$ cat config.mk
export PLATFORM = sky130hd
export DESIGN_NAME = sprite_tex_loader
export DESIGN_NICKNAME = d
export VERILOG_FILES = /design/src/rtl/sprite_tex_loader.sv
export SDC_FILE = /design/constraint.sdc
export NUM_CORES = 1
export LEC_CHECK = 0
export CELL_PAD_IN_SITES_DETAIL_PLACEMENT = 0
export CELL_PAD_IN_SITES_GLOBAL_PLACEMENT = 1
export CORE_MARGIN = 5
export CORE_UTILIZATION = 40
export CTS_BUF_LIST = sky130_fd_sc_hd__clkbuf_4 sky130_fd_sc_hd__clkbuf_8
export DETAILED_ROUTE_END_ITERATION = 8
export PLACE_DENSITY = 0.95
export SLEW_MARGIN = 20
export SYNTH_ARGS = -nofsm -noshare
export SYNTH_HDL_FRONTEND = slang
export SYNTH_SLANG_ARGS = --single-unit
export TNS_END_PERCENT = 100
$ cat constraint.sdc
create_clock -name clk -period 7.14 [get_ports clk]
set_clock_uncertainty 0.2 [all_clocks]
set_input_delay 1.428 -clock clk [delete_from_list [all_inputs] [get_ports clk]]
set_output_delay 1.428 -clock clk [all_outputs]
set_load 0.005 [all_outputs]
$ cat src/rtl/sprite_tex_loader.sv
// sprite_tex_loader: fetches bird, pipe and ground textures from SDRAM and replays
// each accepted word as a one-cycle write strobe on the matching renderer load port.
module sprite_tex_loader #(
  parameter int          BIRD_WORDS = 5250,
  parameter int          PIPE_WORDS = 40000,
  parameter int          BASE_WORDS = 9600,
  parameter logic [23:0] BIRD_SRC   = 24'h000000,
  parameter logic [23:0] PIPE_SRC   = 24'h002000,
  parameter logic [23:0] BASE_SRC   = 24'h00C000
) (
  input  logic        clk,
  input  logic        rst,
  input  logic        start,
  output logic        rd_req,
  output logic [23:0] rd_addr,
  output logic [15:0] rd_len,
  input  logic        rd_ack,
  input  logic        src_valid,
  input  logic [15:0] src_data,
  output logic        src_ready,
  output logic [15:0] load_data,
  output logic        bird_load_en,
  output logic [12:0] bird_load_addr,
  output logic        pipe_load_en,
  output logic [15:0] pipe_load_addr,
  output logic        base_load_en,
  output logic [13:0] base_load_addr,
  output logic        busy,
  output logic        done
);
  typedef enum logic [2:0] {
    IDLE, REQ_BIRD, LOAD_BIRD, REQ_PIPE, LOAD_PIPE, REQ_BASE, LOAD_BASE, DONE
  } state_t;
  state_t state, state_nx;
  logic [15:0] wcnt, last;
  logic beat, fin, ack, req_entry;
  // Each REQ/LOAD pair is followed by the next texture's pair, so advancing is state+1.
  always_comb begin
    rd_req    = state inside {REQ_BIRD, REQ_PIPE, REQ_BASE};
    src_ready = state inside {LOAD_BIRD, LOAD_PIPE, LOAD_BASE};
    busy      = !(state inside {IDLE, DONE});
    done      = state == DONE;
    last      = state == LOAD_BIRD ? 16'(BIRD_WORDS - 1) :
                state == LOAD_PIPE ? 16'(PIPE_WORDS - 1) : 16'(BASE_WORDS - 1);
    beat      = src_valid && src_ready;
    fin       = beat && wcnt == last;
    ack       = rd_req && rd_ack;
    state_nx  = (state == IDLE || state == DONE) ? (start ? REQ_BIRD : state) :
                (rd_req ? ack : fin) ? state_t'(state + 3'd1) : state;
    req_entry = state_nx != state && state_nx inside {REQ_BIRD, REQ_PIPE, REQ_BASE};
  end
  always_ff @(posedge clk or posedge rst) begin
    if (rst) state <= IDLE;
    else state <= state_nx;
  end
  always_ff @(posedge clk or posedge rst) begin
    if (rst) begin
      wcnt           <= '0;
      rd_addr        <= '0;
      rd_len         <= '0;
      load_data      <= '0;
      bird_load_en   <= 1'b0;
      pipe_load_en   <= 1'b0;
      base_load_en   <= 1'b0;
      bird_load_addr <= '0;
      pipe_load_addr <= '0;
      base_load_addr <= '0;
    end else begin
      wcnt <= req_entry ? 16'd0 : beat ? wcnt + 16'd1 : wcnt;
      if (req_entry) begin
        rd_addr <= state_nx == REQ_BIRD ? BIRD_SRC : state_nx == REQ_PIPE ? PIPE_SRC : BASE_SRC;
        rd_len  <= state_nx == REQ_BIRD ? 16'(BIRD_WORDS) :
                   state_nx == REQ_PIPE ? 16'(PIPE_WORDS) : 16'(BASE_WORDS);
      end
      bird_load_en <= beat && state == LOAD_BIRD;
      pipe_load_en <= beat && state == LOAD_PIPE;
      base_load_en <= beat && state == LOAD_BASE;
      if (beat) load_data <= src_data;
      if (beat && state == LOAD_BIRD) bird_load_addr <= wcnt[12:0];
      if (beat && state == LOAD_PIPE) pipe_load_addr <= wcnt;
      if (beat && state == LOAD_BASE) base_load_addr <= wcnt[13:0];
    end
  end
endmodule

==> impl_metrics.ini, run 1 <==
[die]
die_w_um = 112
ioPinCount = 127
row_count = 37
start_util_pct = 40.5
core_area_mm2 = 0.0102
design.die.area_mm2 = 0.0124
die_h_um = 112

[clocking]
cts_setup_buffers = 0
insertion_delay_ns = 0.34
cts.sinks = 87
holdBufCountCts = 0
cts.clk_slew.worst_paths_ns = 0.08
clockBufferDepth = 2
ctsResizeCount = 0
cts-htree-levels = 3
numCtsBuffers = 9
tritoncts = yes
ctsRootBufferMaster = clkbuf_8

[synthesis]
yosys_warnings = 0
ys_seq_area_share_pct = 52.8
synth.area.top_cells = dfrtp_1, mux2_2, buf_4, ha_1, a21oi_2
synth_flop_cell = dfrtp_1
synth_seq_cells = 87
synthArstFlopShare_pct = 100
yosys.area.top_type = dfrtp_1
syn_inst = 328
syn_avg_cell_area_um2 = 12.6
yosysUniqueCellTypes = 51
syn_area_mm2 = 0.00412
synth_top_area_share_pct = 52.8
synth_edf_count = 0

[sta]
tns_ns = 0
setup_viol = 0
drv_slew = 0
relSlewSlack_pct = 30.2
hold_viol_final = 0
worst_pin_slew_ns = 1.04
period_share_pct = 57.0
rsz0062_at_grt = false
period_minus_slack_ns = 4.07
fmax_ghz = 0.246

[setup_path]
critical_path_arrival_ns = 2.44
cp-start-kind = flop
reg2reg_depth = 9
critPathCaptureType = primary output
required_ns = 5.51
path_cells = inv_1, ha_1, mux2i_1, clkdlybuf4s50_1
reg2reg_slack_ns = 3.44
cp_slowest_cell = clkdlybuf4s50_1
critPathKind = flop to primary output
crit_fanout = 9
cp_slowest_stage_delay_ns = 0.63

[final_layout]
drive_gt1_share_pct = 22.9
nets = 444
layout.cells.non_filler = 556
area_growth_pct = 26.8
num_antenna_cells = 0

[detailed_routing]
drt-total-wl_um = 9140
wl_per_cell_um = 16.4
antenna_left = 0
first_pass_iters = 4
drt_iter0_drc = 119
vias = 2715
vias_per_cell = 4.88
drc_errors = 0

[placed_design]
numPlacedInstances = 541
gp_congestion = 0.941
hpwlAfterDp_um = 6420
io_buffers = 98

[global_route]
grt_pass1_wl_um = 14800
grt_pass1_vias = 2826
antenna_found_initial = 0
grt_max_degree = 88
grt_overflow = 0
grt.total_usage_pct = 14.8

[run]
maxCapViolations = 0

[pwr]
ir_drop_uv = 160
power.leakage_uw = 0.00242
powerDensity_mw_per_mm2 = 320

[hold_path]
whs_path_depth = 1
hold_path_class = flop to flop

[run_status]
outcome = completed
[sequential cells by signal, summed over array words and instances, names as in the netlist, 3 cells and up]
| register | count |
|---|---|
| wcnt | 16 |
| load_data | 16 |
| base_load_addr | 14 |
| rd_len | 6 |
| pipe_load_addr | 16 |
| bird_load_addr | 13 |
| state | 3 |
[metal layers]
layer | share of wire [%] | global-route usage (%) | vias to the layer above
met5 | 0 | 0 | -
met2 | 50 | 24.6 | 98
met1 | 41 | 18.5 | 1359
li1 | - | - | 1252
met3 | 7.5 | 4.73 | 6
met4 | 1.1 | 4.79 | 0
[worst paths after layout]
kind	start	endpoint
max	state[0]	busy
min	rd_len[10]	rd_len[10]
max reg2reg	state[2]	rd_len[12]
min reg2reg	rd_len[10]	rd_len[10]
max in group asynchronous	rst	rd_len[11]
min in group asynchronous	rst	rd_len[10]
[worst max-delay path, delay by kind of cell (launching register included)]
kind	cells	cell delay [ns]
buf+inv	2	0.72
mux	1	0.58
flops	1	0.46
fa+ha+maj	1	0.34
[power by group]
part	total, uW	switching [uW]	internal, uW
registers	683	87.4	595
clock network	301	165	136
logic	689	316	373
total	1670	568	1110
[cells in the final DEF (no fill, tap or decap), types with 2 or more instances in the layout]
cell              n
or2_2             3
nand3_1          11
a31oi_1           2
xor2_1            9
o21ai_0           4
conb_1           28
clkdlybuf4s50_1  98
a21oi_2           9
clkinv_2          4
a21o_1            2
nor2_1            3
dfrtp_1          87
xnor2_1           6
nor3_1            2
and3_1            4
nor4_1            2
a21oi_1          10
nor2b_1           3
mux2i_1           4
inv_1            11
mux2_2           59
clkbuf_8         10
ha_1              7
nand4_1           3
nand2_1          11
[cell type report]
cell class | instances | area, um2
inverter | 12 | 46.3
fill | 919 | 4960
clock inverter | 4 | 22.5
sequential | 87 | 2180
clock buffer | 11 | 145
timing repair buffer | 100 | 1000
multi-input combinational | 206 | 1670
tap | 136 | 170
[synth_stat cells, drive strengths merged (2+ instances only)]
cell / n
or2: 3
nor4: 3
nor3: 2
and3: 4
clkbuf: 11
o21ai: 4
dfrtp: 87
nor2: 3
mux2i: 4
nand4: 3
inv: 12
nand3: 11
nor2b: 3
xnor2: 6
a21o: 2
a31oi: 3
xor2: 9
nand2: 11
buf: 39
ha: 7
mux2: 59
a21oi: 20
[cell families (layout without fill, tap and decap cells)]
logic type	Yosys count	in the layout	share of synthesized area [%]
AOI/OAI and AO/OA	40	40	7.98
xor gates and xnor gates	15	15	3.19
adders and majority gates	7	7	2.12
buffers and inverters	62	127	9.25
DFF	87	87	52.8
muxes	63	63	17.1
other	1	28	0.0909
and+or+nand+nor	53	53	7.49
[stage by stage]
stage	setup slack, ns	hold slack, ns	area, um2	utilization (%)	power (uW)
floorplan	3.26	0.251	4230	-	1080
global placement	2.90	0.251	5060	49.6	1370
detailed placement	2.80	0.271	5060	49.6	1390
CTS	3.04	0.296	5220	51.3	1690
global route	2.87	0.319	5230	51.3	1780
finish	3.07	0.286	5230	51.3	1670
Note: power is estimated with default switching activity, not from simulation.
==> inputs of run 2 (changes only) <==
--- a/config.mk
+++ b/config.mk
@@ -8,10 +8,10 @@
 export CELL_PAD_IN_SITES_DETAIL_PLACEMENT = 0
 export CELL_PAD_IN_SITES_GLOBAL_PLACEMENT = 1
 export CORE_MARGIN = 5
-export CORE_UTILIZATION = 40
+export CORE_UTILIZATION = 38
 export CTS_BUF_LIST = sky130_fd_sc_hd__clkbuf_4 sky130_fd_sc_hd__clkbuf_8
 export DETAILED_ROUTE_END_ITERATION = 8
-export PLACE_DENSITY = 0.95
+export PLACE_DENSITY = 0.94
 export SLEW_MARGIN = 20
 export SYNTH_ARGS = -nofsm -noshare
 export SYNTH_HDL_FRONTEND = slang
==> constraint.sdc (replaced) <==
create_clock -name clk -period 4.1 [get_ports clk]
set_clock_uncertainty 0.2 [all_clocks]
set_input_delay 0.82 -clock clk [delete_from_list [all_inputs] [get_ports clk]]
set_output_delay 0.82 -clock clk [all_outputs]
set_load 0.005 [all_outputs]
==> impl_metrics.ini, run 2 (synthesis gave the netlist of run 1 again) <==
[die]
start_util_pct = 38.4
core_area_mm2 = 0.0107
die_h_um = 114
ioPinCount = 127
row_count = 38
die_w_um = 114
design.die.area_mm2 = 0.0130

[pwr]
power.leakage_uw = 0.00245
ir_drop_uv = 289
powerDensity_mw_per_mm2 = 577

[final_layout]
nets = 446
num_antenna_cells = 0
fill_cells = 997
drive_gt1_share_pct = 23.4
mostFrequentLayoutCell = clkdlybuf4s50_1
reg_top3 = load_data: 16 flops, pipe_load_addr: 16 flops, wcnt: 16 flops
area_growth_pct = 28.6
fin_area_mm2 = 0.00530
layout_common_cells = clkdlybuf4s50_1, dfrtp_1, mux2_2

[detailed_routing]
drt_iter0_drc = 102
vias_per_cell = 4.89
drt-total-wl_um = 9200
drc_errors = 0
first_pass_iters = 4
wl_per_cell_um = 16.3
antenna_left = 0
vias = 2754

[setup_path]
r2r_end = wcnt[12]
cp_slowest_cell = clkdlybuf4s50_1
reg2reg_slack_ns = 0.63
critPathCaptureType = primary output
crit_fanout = 9
path_cells = inv_1, ha_1, mux2i_1, clkdlybuf4s50_1
reg2reg_depth = 8
required_ns = 3.08
critPathKind = flop to primary output
r2r-start = state[0]
cp-start-kind = flop
cp_slowest_stage_delay_ns = 0.65
critical_path_arrival_ns = 2.51

[placed_design]
dp_slack_ns = 0.407
gp_congestion = 0.842
dpl_cell_area_mm2 = 0.00508
io_buffers = 98
hpwlAfterDp_um = 6740

[hold_path]
hold_start = rd_len[10]
min_to = rd_len[10]
whs_path_depth = 1
hold_path_class = flop to flop

[clocking]
tritoncts = yes
clockBufferDepth = 2
cts-htree-levels = 3
cts.clk_slew.worst_paths_ns = 0.10
insertion_delay_ns = 0.36
ctsResizeCount = 0
cts_setup_buffers = 0
holdBufCountCts = 0
cts.sinks = 87
numCtsBuffers = 9
ctsRootBufferMaster = clkbuf_8

[sta]
tns_ns = 0
fmax_ghz = 0.283
rsz0062_at_grt = false
period_minus_slack_ns = 3.53
relSlewSlack_pct = 33.9
drv_slew = 0
period_share_pct = 86.1
setup_ws_ns = 0.568
worst_pin_slew_ns = 0.992
hold_viol_final = 0
setup_viol = 0

[global_route]
grt_max_degree = 40
grt_pass1_vias = 2973
grt_overflow = 0
grt.total_usage_pct = 14.7
grt_pass1_wl_um = 15100
antenna_found_initial = 0

[run_status]
outcome = completed

[run]
maxCapViolations = 0
## run 2: cell types whose count changed in the layout (fill, tap and decap cells not counted), sizes merged
cell / before / now
clkbuf: 11 / 9
clkinv: 4 / 2
inv: 11 / 14
buf: 2 / 4
bufinv: 0 / 2
## run 2: power breakdown
group	internal [uW]	switching [uW]	total (uW)
logic	657	568	1230
registers	1040	125	1160
clock network	351	322	672
total	2040	1010	3060
## run 2: how the worst max path moves through the flow
stage	from	to	slack, ns	depth (start not counted)
2_1_floorplan	rst	base_load_addr[0]	0.83	1
3_3_place_gp	src_valid	wcnt[12]	0.52	7
3_5_place_dp	src_valid	wcnt[12]	0.41	7
4_1_cts	state[0]	busy	0.57	4
5_1_grt	state[0]	wcnt[12]	0.34	8
6_report	state[0]	busy	0.57	4
## run 2: stage by stage
stage	util (%)	total power, uW	hold slack (ns)	instances
floorplan	-	1890	0.251	355
global placement	47.2	2380	0.245	547
detailed placement	47.2	2420	0.248	547
global route	49.3	3250	0.300	563
finish	49.3	3060	0.266	563
CTS	49.3	3100	0.269	563
## run 2: worst max-delay path: cells and delay by family (launching register included)
family | cells | cell delay (ns)
buffers and inverters | 2 | 0.74
multiplexers | 1 | 0.60
flip-flops | 1 | 0.47
adder cells (fa/ha/maj) | 1 | 0.35
## run 2: cell type report
class / instances / area (um2) / area share, %
sequential: 87 / 2180 / 41.1
multi-input combinational: 206 / 1670 / 31.4
timing repair buffer: 102 / 1010 / 19.1
tap: 140 / 175 / 3.30
clock buffer: 9 / 124 / 2.34
clock inverter: 7 / 103 / 1.93
inverter: 12 / 46.3 / 0.873
## run 2: routing by layer
metal  global-route usage, %  wire length (um)
met2                    24.6              4550
met3                    4.33               603
met1                    18.0              3900
met4                    5.46               140
met5                       0                 0
==> inputs of run 3 (changes only) <==
--- a/config.mk
+++ b/config.mk
@@ -10,8 +10,11 @@
 export CORE_MARGIN = 5
 export CORE_UTILIZATION = 38
 export CTS_BUF_LIST = sky130_fd_sc_hd__clkbuf_4 sky130_fd_sc_hd__clkbuf_8
+export CTS_CLUSTER_SIZE = 16
 export DETAILED_ROUTE_END_ITERATION = 8
 export PLACE_DENSITY = 0.94
+export REMOVE_ABC_BUFFERS = 1
+export SKIP_CTS_REPAIR_TIMING = 1
 export SLEW_MARGIN = 20
 export SYNTH_ARGS = -nofsm -noshare
 export SYNTH_HDL_FRONTEND = slang
==> impl_metrics.ini, run 3 (synthesis gave the netlist of run 1 again) <==
[run_status]
outcome = completed

[die]
design.die.area_mm2 = 0.0130
core_area_mm2 = 0.0107
ioPinCount = 127
die_h_um = 114
row_count = 38
start_util_pct = 38.4
die_w_um = 114

[clocking]
cts-htree-levels = 3
insertion_delay_ns = 0.35
tritoncts = yes
clockBufferDepth = 2
ctsRootBufferMaster = clkbuf_8
numCtsBuffers = 9
cts.clk_slew.worst_paths_ns = 0.08
cts.sinks = 87

[detailed_routing]
first_pass_iters = 4
route.top_layer_used = met4
wl_per_cell_um = 15.7
wl_met2_um = 4360
drt_iter0_drc = 94
vias = 2699
wl_met3_um = 496
drt-total-wl_um = 8870
vias_per_cell = 4.79
antenna_left = 0
wl_met1_um = 3890
drc_errors = 0

[final_layout]
fin_area_mm2 = 0.00533
seq_area_mm2 = 0.00218
multi_input_area_mm2 = 0.00167
num_antenna_cells = 0
mostFrequentLayoutCell = clkdlybuf4s50_1
drive_gt1_share_pct = 23.6
layout_common_cells = clkdlybuf4s50_1, dfrtp_1, mux2_2
fill_cells = 969
layout.cells.non_filler = 564
nets = 447
area_growth_pct = 29.3
reg_top3 = load_data: 16 flops, pipe_load_addr: 16 flops, wcnt: 16 flops

[global_route]
antenna_found_initial = 0
grt_pass1_wl_um = 14300
grt_overflow = 0
grt_max_degree = 48
grt_pass1_vias = 2771
grt.total_usage_pct = 14.0

[pwr]
p_seq_share_pct = 38.1
power.leakage_uw = 0.00247
powerDensity_mw_per_mm2 = 581
ir_drop_uv = 289
p_sw_share_pct = 31.6
intPower_uw = 2120
pwr-share-clk_pct = 23.6
combPwrFrac_pct = 38.3
p_sw_uw = 979

[setup_path]
critPathCaptureType = flop
reg2reg_slack_ns = 0.59
critPathKind = flop to flop
crit_fanout = 17
critical_path_arrival_ns = 3.50
r2r-start = state[2]
reg2reg_depth = 8
required_ns = 4.09
r2r_end = wcnt[14]
cp-start-kind = flop

[sta]
tns_ns = 0
rsz0062_at_grt = false
relSlewSlack_pct = 33.8
setup_viol = 0
setup_ws_ns = 0.586
period_minus_slack_ns = 3.51
fmax_ghz = 0.285
worst_pin_slew_ns = 0.993
hold_viol_final = 0
period_share_pct = 85.7
drv_slew = 0

[hold_path]
hold_path_class = flop to flop
min_to = rd_len[10]
hold_start = rd_len[10]
whs_path_depth = 1

[placed_design]
dpl_cell_area_mm2 = 0.00508
dp_slack_ns = 0.422
io_buffers = 98
gp_congestion = 0.803
numPlacedInstances = 548
hpwlAfterDp_um = 6530

[run]
maxCapViolations = 0
## run 3: cell count changes in the layout (fill, tap and decap cells not counted), sizes merged
cell | before | now
bufinv | 2 | 3
clkbuf | 9 | 11
inv | 14 | 12
clkinvlp | 1 | 0
buf | 4 | 5
## run 3: critical path: stages (launching register included)
cell and delay (ns):
dfrtp_1 0.69, inv_1 0.15, ha_1 0.22, or2_2 0.31, nor4_2 0.34, o2111a_1 0.26
o21ai_0 0.20, o22ai_2 0.84, a21oi_1 0.14
## run 3: worst max path at each step
stage                      end       from  slack [ns]
floorplan           rd_len[12]   state[2]        0.69
global placement      wcnt[12]  src_valid        0.53
detailed placement    wcnt[14]  src_valid        0.42
CTS                   wcnt[14]   state[2]        0.58
global route          wcnt[14]   state[2]        0.29
finish                wcnt[14]   state[2]        0.59
## run 3: final cells by class
cell class              instances  area share [%]
flip-flops and latches         87            40.8
clock buffers                  11            2.72
clock inverters                 5            1.95
repair buffers                103            19.1
multi-input cells             206            31.3
inverters                      12           0.868
well taps                     140            3.28
## run 3: metal layers
metal	up-vias	global-route usage [%]
li1	1269	-
met1	1344	17.9
met2	77	23.1
met3	9	2.96
met4	0	5.70
met5	-	0
## run 3: metrics by stage
step | hold WS [ns] | total power (uW) | util (%)
2_1_floorplan | 0.251 | 1790 | -
3_3_place_gp | 0.251 | 2370 | 47.3
3_5_place_dp | 0.257 | 2400 | 47.3
4_1_cts | 0.277 | 3140 | 49.6
5_1_grt | 0.288 | 3290 | 49.6
6_report | 0.274 | 3100 | 49.6
## run 3: power by group through the flow
stage / sequential (uW) / combinational [uW] / clock, uW
2_1_floorplan: 1190 / 599 / 0
3_3_place_gp: 1190 / 1180 / 0
3_5_place_dp: 1200 / 1200 / 0
4_1_cts: 1190 / 1210 / 751
5_1_grt: 1210 / 1290 / 784
6_report: 1180 / 1190 / 731
